### src/rtl/axi_lite_pkg.sv
// Shared AXI4-Lite definitions: response codes, DMA config register offsets, master FSM state.
// Latency: n/a (definitions only).
// Backpressure: n/a (definitions only).
//
// Contents:
//   RESP_*       AXI BRESP/RRESP encodings
//   CTRL..HEAD_H byte offsets of the DMA configuration slave registers
//   mst_state_e  state encoding of the AXI4-Lite master FSM
//   resp_is_err  true for any response other than OKAY
package axi_lite_pkg;

  localparam logic [1:0] RESP_OKAY   = 2'b00;
  localparam logic [1:0] RESP_EXOKAY = 2'b01;
  localparam logic [1:0] RESP_SLVERR = 2'b10;
  localparam logic [1:0] RESP_DECERR = 2'b11;

  localparam logic [7:0] CTRL   = 8'h00;
  localparam logic [7:0] STATUS = 8'h04;
  localparam logic [7:0] HEAD_L = 8'h08;
  localparam logic [7:0] HEAD_H = 8'h0C;

  typedef enum logic [2:0] {
    ST_IDLE,
    ST_WR_REQ,
    ST_WR_RESP,
    ST_RD_REQ,
    ST_RD_RESP,
    ST_RSP
  } mst_state_e;

  // EXOKAY is counted as an error too: anything but plain OKAY is unexpected
  // from a non-exclusive AXI4-Lite access.
  function automatic logic resp_is_err(input logic [1:0] resp);
    return resp != RESP_OKAY;
  endfunction

endpackage

### src/rtl/axi_lite_master.sv
// Single-outstanding AXI4-Lite initiator: request/response command port -> AW+W->B or AR->R.
// Latency: 3 cycles accept-to-rsp_valid with a ready slave; all outputs registered.
// Backpressure: req_ready low from accept until rsp_ready consumes the held response.
//
// Ports:
//   aclk, areset                  clock, synchronous active-high reset
//   req_valid/ready/write/addr/wdata/wstrb   command port (sampled only in IDLE)
//   rsp_valid/ready/write/rdata/resp         response port (held until rsp_ready)
//   err_count                     saturating count of non-OKAY responses
//   aw*/w*/b*/ar*/r*              AXI4-Lite initiator channels
module axi_lite_master
  import axi_lite_pkg::*;
#(
  parameter int ADDR_W   = 32,
  parameter int DATA_W   = 32,
  parameter int ERRCNT_W = 16
) (
  input  logic                  aclk,
  input  logic                  areset,
  input  logic                  req_valid,
  output logic                  req_ready,
  input  logic                  req_write,
  input  logic [ADDR_W-1:0]     req_addr,
  input  logic [DATA_W-1:0]     req_wdata,
  input  logic [DATA_W/8-1:0]   req_wstrb,
  output logic                  rsp_valid,
  input  logic                  rsp_ready,
  output logic                  rsp_write,
  output logic [DATA_W-1:0]     rsp_rdata,
  output logic [1:0]            rsp_resp,
  output logic [ERRCNT_W-1:0]   err_count,
  output logic [ADDR_W-1:0]     awaddr,
  output logic                  awvalid,
  input  logic                  awready,
  output logic [DATA_W-1:0]     wdata,
  output logic [DATA_W/8-1:0]   wstrb,
  output logic                  wvalid,
  input  logic                  wready,
  input  logic [1:0]            bresp,
  input  logic                  bvalid,
  output logic                  bready,
  output logic [ADDR_W-1:0]     araddr,
  output logic                  arvalid,
  input  logic                  arready,
  input  logic [DATA_W-1:0]     rdata,
  input  logic [1:0]            rresp,
  input  logic                  rvalid,
  output logic                  rready
);

  localparam int STRB_W = DATA_W / 8;

  mst_state_e          state_q;
  logic                req_ready_q;
  logic                rsp_valid_q;
  logic                rsp_write_q;
  logic [DATA_W-1:0]   rsp_rdata_q;
  logic [1:0]          rsp_resp_q;
  logic [ERRCNT_W-1:0] err_count_q, err_count_d;
  logic [ADDR_W-1:0]   awaddr_q, araddr_q;
  logic [DATA_W-1:0]   wdata_q;
  logic [STRB_W-1:0]   wstrb_q;
  logic                awvalid_q, wvalid_q, bready_q, arvalid_q, rready_q;
  logic                aw_done_q, w_done_q, aw_done_d, w_done_d;

  logic [ADDR_W-1:0]   bus_addr;
  logic                b_fire, r_fire;
  logic [1:0]          cap_resp;
  logic                unused_addr_lsb;

  // Word-aligned bus address; the byte offset bits are deliberately dropped.
  assign bus_addr        = {req_addr[ADDR_W-1:2], 2'b00};
  assign unused_addr_lsb = ^req_addr[1:0];

  // AW and W complete independently; a channel counts as done from the cycle
  // its own handshake happens, so both may finish in the same cycle.
  assign aw_done_d = aw_done_q | (awvalid_q & awready);
  assign w_done_d  = w_done_q  | (wvalid_q  & wready);

  // bready/rready are only ever high in their response states, so an early
  // bvalid/rvalid from the slave simply waits here.
  assign b_fire   = (state_q == ST_WR_RESP) && bvalid && bready_q;
  assign r_fire   = (state_q == ST_RD_RESP) && rvalid && rready_q;
  assign cap_resp = b_fire ? bresp : rresp;

  // Count on the response capture, i.e. on the cycle RSP is entered; hold at all-ones.
  always_comb begin
    err_count_d = err_count_q;
    if ((b_fire || r_fire) && resp_is_err(cap_resp) && !(&err_count_q)) begin
      err_count_d = err_count_q + ERRCNT_W'(1);
    end
  end

  always_ff @(posedge aclk) begin
    if (areset) begin
      state_q     <= ST_IDLE;
      req_ready_q <= 1'b1;
      rsp_valid_q <= 1'b0;
      rsp_write_q <= 1'b0;
      rsp_rdata_q <= '0;
      rsp_resp_q  <= '0;
      err_count_q <= '0;
      awaddr_q    <= '0;
      awvalid_q   <= 1'b0;
      wdata_q     <= '0;
      wstrb_q     <= '0;
      wvalid_q    <= 1'b0;
      bready_q    <= 1'b0;
      araddr_q    <= '0;
      arvalid_q   <= 1'b0;
      rready_q    <= 1'b0;
      aw_done_q   <= 1'b0;
      w_done_q    <= 1'b0;
    end else begin
      err_count_q <= err_count_d;
      case (state_q)
        ST_IDLE: begin
          // req_ready is high throughout IDLE, so req_valid alone is an accept.
          if (req_valid) begin
            req_ready_q <= 1'b0;
            rsp_write_q <= req_write;
            if (req_write) begin
              awaddr_q  <= bus_addr;
              wdata_q   <= req_wdata;
              wstrb_q   <= req_wstrb;
              awvalid_q <= 1'b1;
              wvalid_q  <= 1'b1;
              aw_done_q <= 1'b0;
              w_done_q  <= 1'b0;
              state_q   <= ST_WR_REQ;
            end else begin
              araddr_q  <= bus_addr;
              arvalid_q <= 1'b1;
              state_q   <= ST_RD_REQ;
            end
          end
        end
        ST_WR_REQ: begin
          aw_done_q <= aw_done_d;
          w_done_q  <= w_done_d;
          if (awvalid_q && awready) awvalid_q <= 1'b0;
          if (wvalid_q && wready)   wvalid_q  <= 1'b0;
          if (aw_done_d && w_done_d) begin
            bready_q <= 1'b1;
            state_q  <= ST_WR_RESP;
          end
        end
        ST_WR_RESP: begin
          if (b_fire) begin
            bready_q    <= 1'b0;
            rsp_rdata_q <= '0;
            rsp_resp_q  <= bresp;
            rsp_valid_q <= 1'b1;
            state_q     <= ST_RSP;
          end
        end
        ST_RD_REQ: begin
          if (arready) begin
            arvalid_q <= 1'b0;
            rready_q  <= 1'b1;
            state_q   <= ST_RD_RESP;
          end
        end
        ST_RD_RESP: begin
          if (r_fire) begin
            rready_q    <= 1'b0;
            rsp_rdata_q <= rdata;
            rsp_resp_q  <= rresp;
            rsp_valid_q <= 1'b1;
            state_q     <= ST_RSP;
          end
        end
        ST_RSP: begin
          // req_ready returns one cycle after the response is consumed, never
          // in the same cycle.
          if (rsp_ready) begin
            rsp_valid_q <= 1'b0;
            req_ready_q <= 1'b1;
            state_q     <= ST_IDLE;
          end
        end
        default: state_q <= ST_IDLE;
      endcase
    end
  end

  assign req_ready = req_ready_q;
  assign rsp_valid = rsp_valid_q;
  assign rsp_write = rsp_write_q;
  assign rsp_rdata = rsp_rdata_q;
  assign rsp_resp  = rsp_resp_q;
  assign err_count = err_count_q;
  assign awaddr    = awaddr_q;
  assign awvalid   = awvalid_q;
  assign wdata     = wdata_q;
  assign wstrb     = wstrb_q;
  assign wvalid    = wvalid_q;
  assign bready    = bready_q;
  assign araddr    = araddr_q;
  assign arvalid   = arvalid_q;
  assign rready    = rready_q;

endmodule

### config.mk
export PLATFORM = sky130hd
export DESIGN_NAME = axi_lite_master
export DESIGN_NICKNAME = d
export VERILOG_FILES = /design/src/rtl/axi_lite_pkg.sv /design/src/rtl/axi_lite_master.sv
export SDC_FILE = /design/constraint.sdc
export NUM_CORES = 1
export LEC_CHECK = 0
export CORE_MARGIN = 4
export CORE_UTILIZATION = 36
export CTS_BUF_LIST = sky130_fd_sc_hd__clkbuf_8 sky130_fd_sc_hd__clkbuf_16
export DETAILED_ROUTE_END_ITERATION = 7
export PLACE_DENSITY_LB_ADDON = 0.25
export SLEW_MARGIN = 20
export SYNTH_ARGS = -nofsm -noshare
export SYNTH_HDL_FRONTEND = slang
export SYNTH_SLANG_ARGS = --single-unit
### constraint.sdc
create_clock -name aclk -period 2.35 [get_ports aclk]
set_input_delay 0.3525 -clock aclk [delete_from_list [all_inputs] [get_ports aclk]]
set_output_delay 0.3525 -clock aclk [all_outputs]
set_load 0.005 [all_outputs]
==> metrics.cfg, run 1 <==
[status]
outcome=completed

[clock_tree]
ctsLongestPathBuffers=2
cts_buffers=17
clkTransAtPathRegs_ns=0.06
cts_tree=built
ctsHoldBuffers=0
htree_levels=4
cts_sinks=159
cts_setup_buffers=0
clock_latency_ns=0.41
cts_resized=0
cts_root_buf=clkbuf_16

[grt]
grt_pass1_vias=5420
grt_pass1_wl_um=27300
grt_overflow=0
grt_start_max_net_pins=68
grt_usage_pct=18.4
antenna_found_initial=0

[power_and_ir_drop]
p_leak_nw=3.29
powerDensity_nw_per_um2=681
ir_worst_vdd_mv=0.499

[routing]
ant_nets=0
drc=0
num_vias=5717
wirelength_um=17600
via_per_inst=4.79
initialDrtViolationCount=214
first_pass_iters=5
drt-wirelength-per-cell_um=14.7

[layout]
diodes=0
layout-drive-gt1-share_pct=6.44
finalNetCount=1080
area_delta_synth_final_pct=60.4
fin_util_pct=59.1
final_area_um2=9380

[place]
gp_congestion=0.770
io_buffer_count=265
place.detailed.hpwl_um=12100
placed_area_um2=8770

[sta]
period_minus_slack_ns=2.13
setup_tns_ns=0
finalCritPeriodShare_pct=90.7
hold_violations=0
setup_viol=0
rsz0062_at_grt=false
final_max_slew_viol_count=0
slew_headroom_pct=64.6
tightestPinTransition_ns=0.531
fmax_mhz=469
skew_ns=0.00957

[die]
die_y_um=135
fp.dieW_um=135
core_um2=15900
initial_core_util_pct=36.8
die_area_um2=18300
rows=46
io_pins=272

[setup_path]
cp.arrival_ns=2.43
start_kind=flop
end_kind=flop
cp_max_fo=7
crit_type=reg -> reg
required_ns=2.65

[synth]
ys_types=44
synth_warnings=0
netlist.area_leader.share_pct=54.4
syn_avg_cell_area_um2=8.20
synth_seq_area_share_pct=54.4
synth_top_area_cell=dfxtp_1
syn_inst=713
ys_ff_latch=159
netlist_top_cells_area=dfxtp_1 54%, nand2_1 13%, a21oi_1 9.5%, a22oi_1 4.1%, nor2_1 4.0%
netlist_area_um2=5850

[hold_path]
hold_class=in -> reg

[run]
drv_cap=0

==> cells in the final DEF (no fill, tap or decap), types with 2 or more instances in the layout <==
| master | netlist | routed |
|---|---|---|
| a211oi_1 | 2 | 2 |
| dfxtp_1 | 159 | 159 |
| or2_2 | 2 | 2 |
| nand2_1 | 208 | 207 |
| nor3_1 | 10 | 10 |
| nor2b_1 | 3 | 3 |
| buf_4 | 4 | 15 |
| bufinv_16 | 0 | 3 |
| and3_1 | 3 | 3 |
| inv_1 | 3 | 6 |
| nand2b_1 | 3 | 3 |
| o2111ai_1 | 3 | 3 |
| or3_1 | 4 | 4 |
| nand4_1 | 3 | 3 |
| clkbuf_16 | 0 | 17 |
| mux2_2 | 3 | 3 |
| clkinv_4 | 0 | 2 |
| nand3_1 | 5 | 5 |
| o211ai_1 | 4 | 4 |
| xor2_1 | 7 | 7 |
| conb_1 | 1 | 4 |
| clkdlybuf4s50_1 | 0 | 264 |
| xnor2_1 | 2 | 2 |
| a22oi_1 | 32 | 32 |
| clkinvlp_4 | 0 | 4 |
| a21oi_1 | 111 | 111 |
| nor2_1 | 63 | 61 |
| nor2_2 | 0 | 2 |
| mux2i_1 | 3 | 3 |
| a31oi_1 | 3 | 3 |
| buf_12 | 0 | 5 |
| o21ai_0 | 2 | 2 |
| or4_1 | 3 | 3 |
| o31ai_1 | 3 | 3 |
==> critical path, cell delays in order (launching register included) <==
cell     delay (ns)
dfxtp_1        0.40
ha_1           0.21
nand4_1        0.14
or4_1          0.68
o21ai_2        0.22
nor3_1         0.09
mux2_2         0.28
==> routing by layer <==
| layer | vias to the layer above | share of wire (%) | track usage [%] |
|---|---|---|---|
| met5 | - | 0 | 0 |
| met3 | 19 | 8.2 | 7.10 |
| met4 | 0 | 1.6 | 5.99 |
| met2 | 189 | 48 | 30.6 |
| met1 | 2637 | 43 | 22.0 |
| li1 | 2872 | - | - |
==> metrics by stage <==
stage                     setup slack (ns)  total power, mW  hold slack (ns)  cells
after floorplan                      0.328             3.17            0.439    716
after global placement               0.101             3.65            0.431   1162
after detailed placement            0.0910             3.66            0.436   1162
after CTS                            0.214             6.48            0.383   1194
after global routing                0.0682             6.66            0.411   1194
final                                0.217             6.39            0.403   1194
==> path summary, 6_finish.rpt <==
path | from | cells past startpoint | to | slack (ns)
worst max-delay path | err_count[0]$_SDFFE_PP0P_ | 6 | err_count[6]$_SDFFE_PP0P_ | 0.22
worst min-delay path | areset | 2 | err_count[1]$_SDFFE_PP0P_ | 0.40
worst max register to register | err_count[0]$_SDFFE_PP0P_ | 6 | err_count[6]$_SDFFE_PP0P_ | 0.22
worst min register to register | req_ready$_SDFFE_PP1P_ | 2 | req_ready$_SDFFE_PP1P_ | 0.44
==> cell type report <==
cell class | instances | area, µm²
Sequential cell | 159 | 3180
Clock buffer | 18 | 439
Timing Repair Buffer | 284 | 2860
Fill cell | 1470 | 6500
Tap cell | 216 | 270
Clock inverter | 14 | 169
Inverter | 3 | 11.3
Multi-Input combinational cell | 500 | 2450
==> power breakdown <==
group          total [mW]  switching, mW  internal [mW]
combinational       0.747          0.324          0.423
sequential           2.84         0.0487           2.79
clock                2.80           1.10           1.70
total                6.39           1.47           4.92
==> state kept, by name, summed over array words and instances (netlist names), 2 cells and up <==
name and flops:
err_count 16, state_q 3, awaddr 30, araddr 30, rsp_resp 2, wdata 32
wstrb 4, rsp_rdata 32
==> cell usage after synthesis (all sizes together) <==
cell     count
o211ai       5
nand3        5
xnor2        2
inv          3
o31ai        3
nand2b       3
nor3        11
nor4         2
a31oi        3
and3b        1
or3          4
o21a         1
or4          3
a22oi       32
or3b         2
and3         3
nor2b        3
a211o        1
nor2        63
clkbuf      47
mux2         3
o21bai       1
o2111ai      3
o21ai        3
buf          7
nand4        3
nand2      208
and2         1
a21oi      111
ha           1
xor2         7
a21o         1
conb         1
dfxtp      159
mux2i        3
a211oi       2
or2          2
==> kinds of logic (layout without fill, tap and decap cells) <==
| family | Yosys count | in the layout | synth area share [%] |
|---|---|---|---|
| AOI/OAI and AO/OA | 166 | 166 | 16.6 |
| adders and majority gates | 1 | 1 | 0.214 |
| and+or+nand+nor | 314 | 314 | 22.3 |
| other | 1 | 4 | 0.0641 |
| xor gates and xnor gates | 9 | 9 | 1.35 |
| DFF | 159 | 159 | 54.4 |
| muxes | 6 | 6 | 1.09 |
| buffers and inverters | 57 | 319 | 3.96 |
No activity file was read; power rests on OpenSTA's default activity.
==> inputs of run 2 (changes only) <==
Settings changed: ABC_AREA from default to 0, CORE_MARGIN 4 to 2.
==> run 2 against run 1 <==
- via count shrank 0.33%
- critical path depth did not move
- worst hold slack improved by 0.0034 ns
- sequential power hardly changed
- clock power is 14% higher
- first-iteration DRC count down 10%
- die area decreased by 5.8%
- fmax fell by 0.25%
- worst setup slack worse by 0.0054 ns
- cell count shrank 0.25%
- register-to-register slack about the same
- sequential cell count did not move
- critical endpoint unchanged
- largest cell class unchanged
- highest routed layer unchanged
==> metrics.cfg, run 2 (synthesis results as in run 1) <==
[hold_path]
hold_class=in -> reg

[sta]
finalCritPeriodShare_pct=91.0
fmax_mhz=468
skew_ns=0.00861
rsz0062_at_grt=false
hold_violations=0
setup_viol=0
setup_tns_ns=0
final_max_slew_viol_count=0
tightestPinTransition_ns=0.575
slew_headroom_pct=61.6
period_minus_slack_ns=2.14

[setup_path]
end_kind=flop
cp_max_fo=7
start_kind=flop
cp.arrival_ns=2.44
required_ns=2.66
crit_type=reg -> reg
r2r_slack_ns=0.21

[clock_tree]
htree_levels=4
cts_setup_buffers=0
cts_sinks=159
ctsLongestPathBuffers=2
cts_root_buf=clkbuf_16
clock_latency_ns=0.42
ctsHoldBuffers=0
cts_resized=0
clkTransAtPathRegs_ns=0.07
cts_buffers=17
cts_tree=built

[power_and_ir_drop]
ir_worst_vdd_mv=0.481
p_leak_nw=3.32
powerDensity_nw_per_um2=716
finalPower_mw=6.77

[place]
io_buffer_count=265
place.detailed.hpwl_um=11500
gp_congestion=0.797

[routing]
wirelength_um=17100
initialDrtViolationCount=192
first_pass_iters=4
drt-wirelength-per-cell_um=14.3
via_per_inst=4.78
ant_nets=0
drc=0
num_vias=5698

[grt]
grt_pass1_vias=5493
grt_overflow=0
grt_start_max_net_pins=68
grt_pass1_wl_um=27600
antenna_found_initial=0
grt_usage_pct=19.5

[layout]
final_cell_mix=264 x clkdlybuf4s50_1, 207 x nand2_1, 159 x dfxtp_1, 111 x a21oi_1, 61 x nor2_1
diodes=0
final_common_cell=clkdlybuf4s50_1
layout-drive-gt1-share_pct=6.36
area_delta_synth_final_pct=61.6
finalNetCount=1077

[run]
drv_cap=0

[die]
io_pins=272
die_y_um=131
rows=46
die_area_um2=17300
core_um2=15900
initial_core_util_pct=36.8
fp.dieW_um=131

[status]
outcome=completed

[run 2: changes by cell type in the layout (fill, tap and decap cells not counted)]
| cell | change |
|---|---|
| inv_1 | -2 |
| buf_12 | +1 |
| inv_8 | -1 |
| clkinvlp_4 | -3 |
| clkbuf_8 | +1 |
| bufinv_16 | +3 |
| clkinv_4 | +2 |
| buf_4 | -4 |
[run 2: path summary, 6_finish.rpt]
path | from | to | cells after the start
worst max-delay path | err_count[0]$_SDFFE_PP0P_ | err_count[6]$_SDFFE_PP0P_ | 6
worst min-delay path | areset | err_count[5]$_SDFFE_PP0P_ | 2
worst max register to register | err_count[0]$_SDFFE_PP0P_ | err_count[6]$_SDFFE_PP0P_ | 6
worst min register to register | req_ready$_SDFFE_PP1P_ | req_ready$_SDFFE_PP1P_ | 2
[run 2: layout make-up]
type / instances / area (µm²)
Fill cell: 1474 / 6430
Inverter: 3 / 11.3
Clock buffer: 19 / 453
Multi-Input combinational cell: 500 / 2450
Sequential cell: 159 / 3180
Timing Repair Buffer: 281 / 2850
Tap cell: 216 / 270
Clock inverter: 13 / 235
[run 2: stage by stage]
step	hold WS [ns]	setup WS [ns]	std cells	utilization [%]	area, µm²
2_1_floorplan	0.439	0.328	716	-	5860
3_3_place_gp	0.434	0.120	1159	55.2	8760
3_5_place_dp	0.436	0.110	1159	55.2	8760
4_1_cts	0.401	0.229	1191	59.5	9450
5_1_grt	0.431	0.0838	1191	59.5	9450
6_report	0.406	0.212	1191	59.5	9450
[run 2: layer usage]
| metal | wire length, µm | global-route usage (%) | up-vias |
|---|---|---|---|
| met3 | 1380 | 6.06 | 23 |
| li1 | - | - | 2877 |
| met4 | 304 | 6.70 | 0 |
| met2 | 8130 | 32.8 | 192 |
| met1 | 7260 | 23.6 | 2606 |
| met5 | 0 | 0 | - |
[run 2: critical path, stage by stage, from the launching register on]
cell and delay [ns]:
dfxtp_1 0.40, ha_1 0.22, nand4_1 0.14, or4_1 0.69
o21ai_2 0.21, nor3_1 0.10, mux2_2 0.27
[run 2: report_power, final]
group	internal [mW]	switching [mW]	total, mW
clock	2.06	1.12	3.18
combinational	0.426	0.323	0.749
sequential	2.79	0.0485	2.84
